<file path="src/rtl/if_stage.sv">
// ---------------------------------------------------------------------------
// if_stage -- instruction-fetch stage of the pipelined MIPS CPU.
//
// Holds the program counter, presents it to instruction memory and registers
// the fetched word into the IF/ID pipeline register. Supports load-use stalls,
// branch/jump flushes and, when the macro IF_STAGE_IRQ_EN is defined, an
// external interrupt redirect with a saved return address.
//
// Parameters:
//   RESET_PC    PC value loaded on reset
//   IRQ_VECTOR  PC loaded when an interrupt is taken
//   BUBBLE      instruction word inserted into IF/ID on flush (sll $0,$0,0)
//
// Ports:
//   clk               in   rising-edge clock
//   reset             in   synchronous, active-high
//   next_pc     [31:0] in  next fetch address from the PC-source mux
//   stall             in   hold PC and IF/ID
//   flush             in   replace the word being fetched with a bubble
//   imem_addr   [31:0] out PC register
//   imem_rdata  [31:0] in  instruction word (combinational read of imem_addr)
//   pc_plus4    [31:0] out PC+4, combinational, back to the PC-source mux
//   ifid_instruction [31:0] out registered instruction
//   ifid_pc_plus4    [31:0] out registered PC+4 of that instruction
//   ifid_valid        out  1 = real instruction, 0 = bubble
//   irq               in   level interrupt request
//   eret              in   return-from-interrupt pulse
//   irq_ack           out  one-cycle registered pulse when an interrupt is taken
//   epc         [31:0] out saved return address
//
// Handshake: there is no valid/ready pair here; stall is a hold request that
// freezes PC and IF/ID for every cycle it is high, flush overrides it, and an
// interrupt take (RUN state, irq high, stall low) overrides both.
//
// Configuration macro: IF_STAGE_IRQ_EN. When undefined, irq and eret are
// ignored, irq_ack and epc are tied 0 and the interrupt FSM is absent.
// ---------------------------------------------------------------------------
module if_stage #(
  parameter logic [31:0] RESET_PC   = 32'h0000_0000,
  parameter logic [31:0] IRQ_VECTOR = 32'h8000_0004,
  parameter logic [31:0] BUBBLE     = 32'h0000_0000
) (
  input  logic        clk,
  input  logic        reset,
  input  logic [31:0] next_pc,
  input  logic        stall,
  input  logic        flush,
  output logic [31:0] imem_addr,
  input  logic [31:0] imem_rdata,
  output logic [31:0] pc_plus4,
  output logic [31:0] ifid_instruction,
  output logic [31:0] ifid_pc_plus4,
  output logic        ifid_valid,
  input  logic        irq,
  input  logic        eret,
  output logic        irq_ack,
  output logic [31:0] epc
);

  logic [31:0] pc;
  logic [31:0] next_pc_aligned;
  logic        take;
  logic        unused_low_bits;

  // Fetch addresses are word aligned; the two low bits of next_pc are dropped.
  assign next_pc_aligned = {next_pc[31:2], 2'b00};
  assign unused_low_bits = ^next_pc[1:0];

  assign imem_addr = pc;
  assign pc_plus4  = pc + 32'd4;

  // PC and IF/ID register. Priority: reset > interrupt take > flush > stall.
  always_ff @(posedge clk) begin
    if (reset) begin
      pc               <= RESET_PC;
      ifid_instruction <= BUBBLE;
      ifid_pc_plus4    <= 32'h0;
      ifid_valid       <= 1'b0;
    end else if (take) begin
      pc               <= IRQ_VECTOR;
      ifid_instruction <= BUBBLE;
      ifid_pc_plus4    <= 32'h0;
      ifid_valid       <= 1'b0;
    end else if (flush) begin
      pc               <= next_pc_aligned;
      ifid_instruction <= BUBBLE;
      ifid_pc_plus4    <= 32'h0;
      ifid_valid       <= 1'b0;
    end else if (!stall) begin
      pc               <= next_pc_aligned;
      ifid_instruction <= imem_rdata;
      ifid_pc_plus4    <= pc_plus4;
      ifid_valid       <= 1'b1;
    end
  end

`ifdef IF_STAGE_IRQ_EN
  typedef enum logic {
    RUN    = 1'b0,
    IN_ISR = 1'b1
  } irq_state_t;

  irq_state_t state;

  // A stalled request waits; irq is not looked at while in the ISR, so the
  // cycle eret arrives can never also be a take.
  assign take = (state == RUN) && irq && !stall;

  always_ff @(posedge clk) begin
    if (reset) begin
      state   <= RUN;
      epc     <= 32'h0;
      irq_ack <= 1'b0;
    end else begin
      irq_ack <= take;
      case (state)
        RUN: begin
          if (take) begin
            // When the current fetch is being flushed, the redirect target is
            // the instruction that should resume after the handler.
            epc   <= flush ? next_pc_aligned : pc;
            state <= IN_ISR;
          end
        end
        IN_ISR: begin
          if (eret) state <= RUN;
        end
        default: state <= RUN;
      endcase
    end
  end
`else
  logic unused_irq_inputs;

  assign take              = 1'b0;
  assign irq_ack           = 1'b0;
  assign epc               = 32'h0;
  assign unused_irq_inputs = irq ^ eret;
`endif

endmodule

</file>
<file path="config.mk">
export PLATFORM = sky130hd
export DESIGN_NAME = if_stage
export DESIGN_NICKNAME = d
export VERILOG_FILES = /design/src/rtl/if_stage.sv
export SDC_FILE = /design/constraint.sdc
export NUM_CORES = 1
export LEC_CHECK = 0
export ABC_AREA = 1
export CORE_MARGIN = 2
export CORE_UTILIZATION = 43
export DETAILED_ROUTE_END_ITERATION = 8
export PLACE_DENSITY = 0.95
export SYNTH_ARGS = -nofsm -noshare
export SYNTH_HDL_FRONTEND = slang
export SYNTH_SLANG_ARGS = --single-unit
</file>
<file path="constraint.sdc">
create_clock -name clk -period 2.7 [get_ports clk]
set_input_delay 0.54 -clock clk [delete_from_list [all_inputs] [get_ports clk]]
set_output_delay 0.54 -clock clk [all_outputs]
set_load 0.01 [all_outputs]
</file>
==> flow_summary_export.csv, run 1 <==
group,metric,value,unit
power_and_ir_drop,sw_frac_of_total,0.293,
clock_network,cts_tree,"yes",
timing,setup-tns-final,0,ns
yosys,synth-xor-area-share,0.0136,
floorplanning,dieArea,0.0113,mm²
clock_network,insertion_delay,0.36,ns
clock_network,cts_root_buffer,"clkbuf_8",
grt,grt_pass1_vias,4191,
floorplanning,fp.dieH,106,µm
yosys,synth_top_family_by_area,"simple AND/OR/NAND/NOR gates",
critical_path,cp_slowest_cell,"clkdlybuf4s50_1",
cells_and_area,final_cells,981,
placement,port_buffers,188,
timing,maxSlewViolCount,0,
floorplanning,io_pins,232,
clock_network,cts_htree_levels,3,
timing,finalSetupViolations,0,
critical_path,cp_max_fo,5,
critical_path,r2r_setup_slack,1.12,ns
route,firstDrtPassIters,4,
route,drt_first_iter_violations,316,
yosys,synth.yosys.seq_area_share,0.414,
critical_path,arrival,2.11,ns
critical_path,cp_num_buf_inv,1,
placement,dp.cells,964,
power_and_ir_drop,ir_worst_vdd,0.287,mV
critical_path,r2r_end,"ifid_pc_plus4[26]$_SDFFE_PP0N_",
power_and_ir_drop,p_clk_frac,0.319,
floorplanning,dieWidth,106,µm
cells_and_area,fill_cells,901,
timing,rsz0062_at_grt,"yes",
placement,dpl.hpwl,10100,µm
cells_and_area,layout_common_cells,"nand2_1, clkdlybuf4s50_1, nor2_1",
cells_and_area,multi_input_area,0.00218,mm²
critical_path,r2r_cells,10,
route,wire_per_inst,13.9,µm
clock_network,clkSinkCount,93,
cells_and_area,layout_commonest_cell,"nand2_1",
critical_path,crit_family,"buffers and inverters",
clock_network,cts.clk_slew.worst_paths,0.10,ns
yosys,synth-simple-area-share,0.318,
floorplanning,start_util,0.440,
power_and_ir_drop,intPower,0.00219,W
power_and_ir_drop,pwr-share-seq,0.484,
grt,grt_use_total,0.237,
timing,fmax,377,MHz
grt,antenna_found_initial,0,
cells_and_area,drive_above_1_share,0.0840,
floorplanning,coreArea,0.0102,mm²
yosys,synth_compound_area_frac,0.109,
cells_and_area,postLayoutCellArea,0.00663,mm²
yosys,synth_area_per_cell,6.78,µm²
critical_path,crit_path_end,"pc_plus4[8]",
yosys,yosys.area_share.adder,0.00278,
yosys,syn_inst,663,
placement,gp_congestion,0.883,
critical_path,cp.required,2.16,ns
yosys,synth_cell_types,25,
grt,overflow,0,
yosys,synth_warnings,0,
grt,grt_first_pass_wirelength,21100,µm
cells_and_area,regArea,0.00190,mm²
run_status,status,"completed",
power_and_ir_drop,power_frac_comb,0.197,
critical_path,crit_type,"flip-flop to output pin",
yosys,synth_area,0.00450,mm²
timing,fin_crit_sh,0.983,
power_and_ir_drop,power.leakage,2.95,nW
timing,hold_viol,0,
floorplanning,fp-row-count,37,
cells_and_area,area_growth,47.4,%
critical_path,startpoint_type,"flip-flop",
cells_and_area,nNetsFinal,911,
route,wl,13600,µm
flow_run,cap_violations,0,
cells_and_area,antenna_cells,0,
timing,slew_headroom,0.467,
power_and_ir_drop,powerDensity,467,mW/mm²
route,drc,0,
critical_path,rr_startpoint,"imem_addr[3]$_SDFFE_PP0P_",
timing,fin_skew,0.0118,ns
critical_path,end_kind,"output pin",
clock_network,numCtsBuffers,9,
route,num_vias,4560,
clock_network,clk_path_buf_depth,2,
route,via_per_inst,4.65,
power_and_ir_drop,switchingPower,0.000908,W
critical_path,path_cells,"ha_2 > nand2_2 > nor2_4 > nand2_2 > xnor2_1 > clkdlybuf4s50_1",
critical_path,startpoint,"imem_addr[3]$_SDFFE_PP0P_",
grt,grt_max_degree,78,
yosys,synthMuxAreaShare,0,
critical_path,crit_path_frequent_cell,"nand2_2",
route,ant_nets,0,
critical_path,max_stage_delay,0.59,ns
timing,worst-slew-pin-transition,0.799,ns
yosys,synth-seq-cells,93,
critical_path,crit_cells,6,
placement,place_area,0.00634,mm²
timing,fin_crit,2.65,ns
worst_hold_path,hp-class,"flip-flop to flip-flop",
==> layout make-up <==
class | instances | area share
multi-input cells | 480 | 0.329
repair buffers | 195 | 0.294
flip-flops and latches | 93 | 0.287
inverters | 61 | 0.0345
well taps | 136 | 0.0257
clock buffers | 9 | 0.0187
clock inverters | 7 | 0.0121
==> Yosys cell counts <==
| cell type | count | area, µm² |
|---|---|---|
| nand2_4 | 2 | 22.5 |
| clkbuf_1 | 18 | 67.6 |
| buf_2 | 7 | 35.0 |
| nor2_2 | 3 | 18.8 |
| nand3b_1 | 2 | 15.0 |
| o21ai_0 | 10 | 50.1 |
| buf_4 | 39 | 293 |
| xor2_1 | 2 | 17.5 |
| nand2_1 | 190 | 713 |
| ha_1 | 1 | 12.5 |
| or2_2 | 1 | 6.26 |
| a211oi_1 | 22 | 165 |
| nor2_1 | 109 | 409 |
| inv_1 | 59 | 221 |
| clkinv_1 | 1 | 3.75 |
| a21oi_1 | 42 | 210 |
| nand3_1 | 26 | 130 |
| inv_2 | 1 | 3.75 |
| dfxtp_1 | 93 | 1860 |
| conb_1 | 1 | 3.75 |
| xnor2_1 | 5 | 43.8 |
| nand2_2 | 6 | 37.5 |
| buf_1 | 3 | 11.3 |
| o21ai_1 | 13 | 65.1 |
| nor2_4 | 7 | 78.8 |
==> what timing repair did <==
action                     in CTS  in global routing
hold buffers                    0                  0
setup endpoints to repair      16                 15
resized for setup              22                 28
buffers inserted                0                  1
pin swaps                       1                  1
hold endpoints to repair        0                  0
==> worst min-delay path by stage <==
stage,cells after the start,endpoint,from
2_1_floorplan,2,ifid_instruction[31]$_SDFFE_PP0N_,ifid_instruction[31]$_SDFFE_PP0N_
3_3_place_gp,2,ifid_instruction[31]$_SDFFE_PP0N_,ifid_instruction[31]$_SDFFE_PP0N_
3_5_place_dp,2,ifid_instruction[17]$_SDFFE_PP0N_,ifid_instruction[17]$_SDFFE_PP0N_
4_1_cts,2,ifid_instruction[6]$_SDFFE_PP0N_,ifid_instruction[6]$_SDFFE_PP0N_
5_1_grt,2,ifid_instruction[18]$_SDFFE_PP0N_,ifid_instruction[18]$_SDFFE_PP0N_
6_report,2,ifid_instruction[6]$_SDFFE_PP0N_,ifid_instruction[6]$_SDFFE_PP0N_
==> routing by layer <==
layer  global-route usage  vias to the layer above  share of wire
met4               0.0902                        0          0.029
met3               0.0484                       31          0.072
met1                0.294                     1994           0.42
met2                0.403                      200           0.48
li1                     -                     2335              -
met5                    0                        -              0
==> kinds of logic (layout without fill, tap and decap cells) <==
group,Yosys count,count (layout)
other cells,1,39
simple gates,346,346
flops,93,93
xor+xnor,7,7
compound gates,87,87
fa+ha+maj,1,1
buf+inv,128,272
==> tightest hold or removal path, cell delays in order, from the launching register on <==
cell and delay (ns):
dfxtp_1 0.32, nand2_1 0.06, a21oi_1 0.06
==> flip-flops by register name, indices dropped and copies added (netlist names) <==
signal            count
ifid_instruction     32
ifid_pc_plus4        30
imem_addr            30
ifid_valid            1
==> power groups by stage <==
stage / clock (W) / combinational [W] / sequential, W
finish: 0.000987 / 0.000609 / 0.00150
global route: 0.00106 / 0.000659 / 0.00151
CTS: 0.00100 / 0.000609 / 0.00150
detailed placement: 0 / 0.000611 / 0.00153
global placement: 0 / 0.000604 / 0.00152
floorplan: 0 / 0.000277 / 0.00155
==> metrics by stage <==
step	setup slack [ns]	util	hold slack, ns	power [W]
floorplan	0.839	-	0.481	0.00182
CTS	0.00479	0.642	0.472	0.00311
global placement	0.192	0.620	0.442	0.00213
global route	-0.0172	0.648	0.492	0.00323
detailed placement	0.161	0.620	0.456	0.00214
finish	0.0462	0.648	0.469	0.00309
Power figures use the tool's default switching activity.
==> inputs of run 2 (changes only) <==
- CTS_CLUSTER_SIZE: unset -> 24
==> results of run 2 <==
The final DEF is identical to that of run 1; final timing and power are the same.
